--- src/rtl/demod_pkg.sv ---
// demod_pkg: shared state encoding, error codes and symbol width for the frame controller
package demod_pkg;
  localparam int SYM_W = 2;
  typedef enum logic [2:0] {IDLE, HUNT, LEN, PAYLOAD, CHECK, RESYNC} state_t;
  localparam logic [1:0] ERR_CSUM = 2'd0;
  localparam logic [1:0] ERR_LEN = 2'd1;
  localparam logic [1:0] ERR_OVF = 2'd2;
  localparam logic [1:0] ERR_TMO = 2'd3;
endpackage

--- src/rtl/demod_frame_ctrl_if.sv ---
// demod_frame_ctrl_if: symbol input, demod sequencing, payload byte stream and frame status
interface demod_frame_ctrl_if;
  import demod_pkg::*;
  logic [SYM_W-1:0] sym_in;
  logic sym_valid;
  logic demod_locked;
  logic demod_resync;
  logic [7:0] byte_out;
  logic byte_valid;
  logic byte_ready;
  logic frame_start;
  logic frame_end;
  logic frame_err;
  logic [1:0] err_code;
  logic busy;
  modport master (
    output sym_in, sym_valid, demod_locked, byte_ready,
    input demod_resync, byte_out, byte_valid, frame_start, frame_end, frame_err, err_code, busy
  );
  modport slave (
    input sym_in, sym_valid, demod_locked, byte_ready,
    output demod_resync, byte_out, byte_valid, frame_start, frame_end, frame_err, err_code, busy
  );
endinterface

--- src/rtl/sync_fifo.sv ---
// sync_fifo: first-word-fall-through FIFO; a push into a full FIFO is accepted when a pop happens the same cycle
module sync_fifo #(
  parameter int WIDTH = 8,
  parameter int DEPTH = 4
) (
  input  logic             clk,
  input  logic             rst,
  input  logic             i_push,
  input  logic [WIDTH-1:0] i_data,
  input  logic             i_pop,
  output logic [WIDTH-1:0] o_data,
  output logic             o_full,
  output logic             o_empty
);
  localparam int AW = $clog2(DEPTH);
  logic [WIDTH-1:0] r_mem [DEPTH];
  logic [AW-1:0] r_wr, r_rd;
  logic [AW:0] r_cnt;
  logic w_wr, w_rd;
  assign o_empty = r_cnt == '0;
  assign o_full = r_cnt == (AW+1)'(DEPTH);
  assign w_rd = i_pop && !o_empty;
  assign w_wr = i_push && (!o_full || w_rd);
  // head is masked so the output reads zero whenever nothing is queued
  assign o_data = o_empty ? '0 : r_mem[r_rd];
  always_ff @(posedge clk) begin
    if (rst) begin
      r_wr <= '0;
      r_rd <= '0;
      r_cnt <= '0;
    end else begin
      r_wr <= r_wr + AW'(w_wr);
      r_rd <= r_rd + AW'(w_rd);
      r_cnt <= r_cnt + (AW+1)'(w_wr) - (AW+1)'(w_rd);
    end
  end
  always_ff @(posedge clk) if (w_wr) r_mem[r_wr] <= i_data;
endmodule

--- src/rtl/demod_frame_ctrl.sv ---
// demod_frame_ctrl: sync hunt, length/checksum frame parsing, payload FIFO and demod resync sequencing
module demod_frame_ctrl
  import demod_pkg::*;
#(
  parameter logic [15:0] SYNC_WORD = 16'h1ACF,
  parameter logic [7:0] MAX_LEN = 8'd64,
  parameter logic [15:0] TIMEOUT = 16'd4096,
  parameter int FIFO_DEPTH = 4
) (
  input logic clk_fast,
  input logic rst,
  demod_frame_ctrl_if.slave io
);
  state_t r_state, w_next;
  logic [15:0] r_sh, r_tmo, w_sh;
  logic [3*SYM_W-1:0] r_acc;
  logic [1:0] r_cnt, r_code, w_code;
  logic [7:0] r_rem, r_sum, w_byte, w_dout;
  logic r_start, r_end, r_err;
  logic w_bdone, w_live, w_sync, w_chk, w_abort, w_push, w_pop, w_full, w_empty;
  assign w_sh = {r_sh[15-SYM_W:0], io.sym_in};
  assign w_byte = {r_acc, io.sym_in};
  assign w_bdone = io.sym_valid && r_cnt == 2'd3;
  assign w_live = r_state inside {LEN, PAYLOAD, CHECK};
  assign w_pop = !w_empty && io.byte_ready;
  assign w_sync = r_state == HUNT && w_next == LEN;
  assign w_chk = r_state == CHECK && w_bdone && !w_abort;
  always_comb begin
    w_next = r_state;
    w_abort = 1'b0;
    w_code = ERR_TMO;
    w_push = 1'b0;
    case (r_state)
      IDLE: w_next = io.demod_locked ? HUNT : IDLE;
      HUNT: w_next = !io.demod_locked ? IDLE : (io.sym_valid && w_sh == SYNC_WORD) ? LEN : HUNT;
      LEN: if (w_bdone) begin
        w_abort = w_byte == '0 || w_byte > MAX_LEN;
        w_code = ERR_LEN;
        w_next = PAYLOAD;
      end
      PAYLOAD: if (w_bdone) begin
        w_abort = w_full && !w_pop;
        w_code = ERR_OVF;
        w_push = !w_abort;
        w_next = r_rem == 8'd1 ? CHECK : PAYLOAD;
      end
      CHECK: w_next = w_bdone ? RESYNC : CHECK;
      RESYNC: w_next = IDLE;
      default: w_next = IDLE;
    endcase
    // lock loss and symbol starvation override any byte event in the same cycle
    if (w_live && (!io.demod_locked || (!io.sym_valid && r_tmo == TIMEOUT - 16'd1))) begin
      w_abort = 1'b1;
      w_code = ERR_TMO;
      w_push = 1'b0;
    end
    if (w_abort) w_next = RESYNC;
  end
  always_ff @(posedge clk_fast) r_state <= rst ? IDLE : w_next;
  always_ff @(posedge clk_fast) begin
    if (rst) begin
      r_sh <= '0;
      r_tmo <= '0;
      r_acc <= '0;
      r_cnt <= '0;
      r_rem <= '0;
      r_sum <= '0;
      r_start <= 1'b0;
      r_end <= 1'b0;
      r_err <= 1'b0;
      r_code <= '0;
    end else begin
      r_sh <= (r_state == HUNT && w_next == HUNT) ? (io.sym_valid ? w_sh : r_sh) : '0;
      r_tmo <= (w_live && !io.sym_valid) ? r_tmo + 16'd1 : '0;
      r_acc <= (w_live && io.sym_valid) ? {r_acc[2*SYM_W-1:0], io.sym_in} : r_acc;
      r_cnt <= w_sync ? '0 : (w_live && io.sym_valid) ? r_cnt + 2'd1 : r_cnt;
      r_rem <= (r_state == LEN && w_bdone) ? w_byte : w_push ? r_rem - 8'd1 : r_rem;
      r_sum <= w_sync ? '0 : (r_state == LEN && w_bdone) ? w_byte : w_push ? r_sum + w_byte : r_sum;
      r_start <= w_sync;
      r_end <= w_abort || w_chk;
      r_err <= w_abort || (w_chk && w_byte != r_sum);
      r_code <= w_sync ? ERR_CSUM : w_abort ? w_code : r_code;
    end
  end
  sync_fifo #(.WIDTH(8), .DEPTH(FIFO_DEPTH)) u_fifo (
    .clk(clk_fast),
    .rst(rst),
    .i_push(w_push),
    .i_data(w_byte),
    .i_pop(w_pop),
    .o_data(w_dout),
    .o_full(w_full),
    .o_empty(w_empty)
  );
  assign io.byte_out = w_dout;
  assign io.byte_valid = !w_empty;
  assign io.demod_resync = r_state == RESYNC;
  assign io.busy = !(r_state inside {IDLE, HUNT});
  assign io.frame_start = r_start;
  assign io.frame_end = r_end;
  assign io.frame_err = r_err;
  assign io.err_code = r_code;
endmodule

--- src/flat_wrapper.sv ---
// flat-port wrapper written by rule: the top's interface ports become plain ports
module demod_frame_ctrl_flat import demod_pkg::*;
#(
  parameter logic [15:0] SYNC_WORD = 16'h1ACF,
  parameter logic [7:0] MAX_LEN = 8'd64,
  parameter logic [15:0] TIMEOUT = 16'd4096,
  parameter int FIFO_DEPTH = 4
)
  (clk_fast, rst, io_sym_in, io_sym_valid, io_demod_locked, io_byte_ready, io_demod_resync, io_byte_out, io_byte_valid, io_frame_start, io_frame_end, io_frame_err, io_err_code, io_busy);
  demod_frame_ctrl_if io_i ();
  input logic clk_fast;
  input logic rst;
  input wire logic [$bits(io_i.sym_in)-1:0] io_sym_in;
  input wire logic [$bits(io_i.sym_valid)-1:0] io_sym_valid;
  input wire logic [$bits(io_i.demod_locked)-1:0] io_demod_locked;
  input wire logic [$bits(io_i.byte_ready)-1:0] io_byte_ready;
  output wire logic [$bits(io_i.demod_resync)-1:0] io_demod_resync;
  output wire logic [$bits(io_i.byte_out)-1:0] io_byte_out;
  output wire logic [$bits(io_i.byte_valid)-1:0] io_byte_valid;
  output wire logic [$bits(io_i.frame_start)-1:0] io_frame_start;
  output wire logic [$bits(io_i.frame_end)-1:0] io_frame_end;
  output wire logic [$bits(io_i.frame_err)-1:0] io_frame_err;
  output wire logic [$bits(io_i.err_code)-1:0] io_err_code;
  output wire logic [$bits(io_i.busy)-1:0] io_busy;
  assign io_i.sym_in = io_sym_in;
  assign io_i.sym_valid = io_sym_valid;
  assign io_i.demod_locked = io_demod_locked;
  assign io_i.byte_ready = io_byte_ready;
  assign io_demod_resync = io_i.demod_resync;
  assign io_byte_out = io_i.byte_out;
  assign io_byte_valid = io_i.byte_valid;
  assign io_frame_start = io_i.frame_start;
  assign io_frame_end = io_i.frame_end;
  assign io_frame_err = io_i.frame_err;
  assign io_err_code = io_i.err_code;
  assign io_busy = io_i.busy;
  demod_frame_ctrl #(.SYNC_WORD(SYNC_WORD), .MAX_LEN(MAX_LEN), .TIMEOUT(TIMEOUT), .FIFO_DEPTH(FIFO_DEPTH)) u_core (.clk_fast(clk_fast), .rst(rst), .io(io_i));
endmodule
--- config.mk ---
export PLATFORM = sky130hd
export DESIGN_NAME = demod_frame_ctrl_flat
export DESIGN_NICKNAME = d
export VERILOG_FILES = /design/src/rtl/demod_pkg.sv /design/src/rtl/demod_frame_ctrl_if.sv /design/src/rtl/sync_fifo.sv /design/src/rtl/demod_frame_ctrl.sv /design/src/flat_wrapper.sv
export SDC_FILE = /design/constraint.sdc
export NUM_CORES = 1
export LEC_CHECK = 0
export CAP_MARGIN = 20
export CORE_ASPECT_RATIO = 1.5
export CORE_MARGIN = 1.5
export CORE_UTILIZATION = 40
export CTS_BUF_LIST = sky130_fd_sc_hd__clkbuf_8 sky130_fd_sc_hd__clkbuf_16
export DETAILED_ROUTE_END_ITERATION = 7
export PLACE_DENSITY = 0.59
export SYNTH_ARGS = -nofsm -noshare
export SYNTH_HDL_FRONTEND = slang
export SYNTH_SLANG_ARGS = --single-unit
--- constraint.sdc ---
create_clock -name clk_fast -period 2.3 [get_ports clk_fast]
set_input_delay 0.23 -clock clk_fast [delete_from_list [all_inputs] [get_ports clk_fast]]
set_output_delay 0.23 -clock clk_fast [all_outputs]
set_load 0.02 [all_outputs]
==> results.md <==
* Minimum clock period at between 2 and 2.5 ns
* ANT nets after route at 0
* Synth Warn # at 0
* Switching Share at 0.272
* Total CTS buffers at 9
* CP required at 2.55 ns
* Area Growth Syn to Fin at 25.0%
* Flops & latches, synth at 101
* H-tree Lvls at 3
* DRC Markers at 0
* GRT Residual Overflow at 0
* Startpoint Class: flop
* Mapped Cells at roughly 460
* Clk_skew at 0.00825 ns
* Site row count at 47
* # IOs at 23
* Critical path peak fanout at 14
* Slew HR at 0.658
* EDFF count, synth at 32
* Post-DP HPWL at 7.83 mm
* Setup Buffers After CTS at 0
* Critical path endpoint category: flop
* Vias per inst at 5.31
* Vias in the first global route at 3,562
* Final Hold Fails at 0
* Top FF cell, synth: dfxtp_1
* Vias at 3,563
* Peak VDD IR at 0.000421 V
* Max Root-Sink Buffers at 2
* DP Area at 5350 sq um
* Clock Sinks at between 100 and 150
* Type of the worst setup path: reg -> reg
* Static leakage at 0.00213 uW
* Post-synth top cells: dfxtp_1, nor2_1, nand2_1, a21oi_1, edfxtp_1
* Die W at about 90 um
* Sequential group share of total power at 0.435
* Largest net degree at the start of global routing at 21
* First-pass GRT wire length at 17.3 mm
* Worst hold path class: in -> reg
* Post-synth top area cell: dfxtp_1
* Ratio of cells with drive above 1 in the final layout at 0.193
* Latest clock arrival within the worst-skew pair at 0.35 ns
* Antenna violations before repair at 0
* Async S/R FF share, synth at 0
* Total wire length at 10.6 mm
* Count leader, synth: dfxtp_1
* Register area share after synthesis at 0.509
* Clk Tree Root Cell: clkbuf_16
* I/O Buffers at 22
* DIE HEIGHT at approximately 130 um
* Drt first pass iters at 4
* Comb pwr share at 0.196
* Core area at 11,100 sq um
* Clock network power share at 0.369
* Peak Freq at between 400 and 500 MHz
* Die area at 12,200 sq um
* Routability Congestion at about 0.83
* Drt wl/cell at 15.8 um
* PwrDens at around 760 nW/um^2
* Synthesized cell area at ~4600 sq um
* Critical Path AT at approximately 2.5 ns
* Slew Viols, Final at 0
* Internal Pwr Total at 3180 uW
* Starting Density at 0.414
* Syn_nets at around 480
* Post-CTS Hold Buffers at 0
* Max-cap viol count at 0
* Post-synth top area share at 0.300
* Netlist cell types at 55
* Period utilisation layout at 0.974
* Total Nets Final at 543
* Syn avg cell area at approximately 10 sq um
* ANT cells at 0
* Status: complete, no violations
* Clock slew at the register clock pins of the worst setup and hold paths at 0.07 ns
* Synth area leaders: dfxtp_1, edfxtp_1, nor2_1, ha_1, mux4_2
* Finished layout cell area at 5750 sq um
* Switching power total at 1190 uW
* DRT iter0 DRCs at between 100 and 150
* TritonCTS clock tree: done
* Final setup viols at 0
* Final hold slack at 0.400 ns
* RSZ-0062 raised after global routing: yes
* GRT Total Usage at 0.181
* Worst Tran Pin Value at around 0.51 ns
==> placed cells by master, fill, tap and decap left out, types with 5 or more instances in the layout <==
cell type and count:
inv_1 16, nor2_1 55, clkbuf_16 9, nand2b_1 6, dlymetal6s2s_1 5, xnor2_1 12, nand2_1 38, ha_1 12
mux4_2 8, nand3_1 18, mux2i_1 13, or3_1 5, a31oi_1 9, a21oi_1 31, clkdlybuf4s50_1 13, nor2b_1 14
nand4_1 6, xor2_1 8, edfxtp_1 32, nor3_1 10, o21ai_0 12, dfxtp_1 66, buf_4 47
==> through the flow <==
| stage | setup TNS (ns) | setup WS, ns | utilization | std cells | total power [uW] |
|---|---|---|---|---|---|
| after global placement | -15.03 | -0.340 | 0.481 | 655 | 2820 |
| after detailed placement | -15.89 | -0.362 | 0.481 | 655 | 2830 |
| after CTS | 0 | 0.000533 | 0.511 | 671 | 4410 |
| after global routing | -0.0288 | -0.0276 | 0.517 | 671 | 4570 |
| final | 0 | 0.0599 | 0.517 | 671 | 4370 |
| after floorplan | -0.0676 | -0.0676 | - | 455 | 2470 |
==> logic make-up after synthesis <==
group                      Yosys count  share of synthesized area
adders and majority gates           17                     0.0495
buffers and inverters               34                     0.0299
AOI/OAI and AO/OA                   82                      0.114
and+or+nand+nor                    179                      0.190
DFF                                101                      0.509
xor gates and xnor gates            21                     0.0400
muxes                               21                     0.0674
==> registers in the layout, summed over array words and instances, names as in the netlist, 3 cells and up <==
signal               count
u_core.r_sh             14
u_core.r_sum             8
u_core.r_state           3
u_core.u_fifo.r_cnt      3
u_core.r_tmo            16
u_core.u_fifo.r_mem     32
u_core.r_rem             8
u_core.r_acc             6
==> power by group through the flow <==
stage	Sequential (uW)	Combinational, uW	Clock [uW]
after floorplan	1930	538	0
after global placement	1940	884	0
after detailed placement	1940	892	0
after CTS	1900	871	1640
after global routing	1900	940	1730
final	1900	858	1610
==> worst max-delay path: stages, from the launching register on <==
cell and delay, ns:
dfxtp_1 0.32, or4_4 0.54, or4_4 0.45, a221oi_2 0.29, nor3_1 0.10, o2111ai_2 0.22
buf_12 0.17, nor2_1 0.05
==> layout make-up <==
class / instances / area [sq um]
inverters: 16 / 60.1
flip-flops and latches: 101 / 2350
repair buffers: 71 / 612
multi-input cells: 320 / 2220
fillers: 1020 / 5370
well taps: 147 / 184
clock inverters: 7 / 103
clock buffers: 9 / 225
==> final timing paths <==
kind / start / to / slack, ns / depth (start not counted)
setup reg to reg: u_core.r_rem[5] / u_core.r_sh[9] / 0.06 / 7
hold / removal: io_sym_in[1] / u_core.u_fifo.r_mem[0][1] / 0.40 / 2
setup / recovery: u_core.r_rem[5] / u_core.r_sh[9] / 0.06 / 7
hold reg to reg: u_core.r_tmo[0] / u_core.r_tmo[0] / 0.47 / 1
==> repair_timing <==
item / CTS / global route
gates resized for setup: 6 / 18
setup endpoints to repair: 24 / 49
pin swaps: 0 / 8
==> per-layer routing <==
| layer | up-vias | GRT usage | share of wire |
|---|---|---|---|
| met3 | 20 | 0.0255 | 0.030 |
| met1 | 1715 | 0.193 | 0.40 |
| met5 | - | 0 | 0 |
| met2 | 58 | 0.339 | 0.54 |
| met4 | 0 | 0.0979 | 0.032 |
| li1 | 1770 | - | - |
Power figures use the tool's default switching activity.
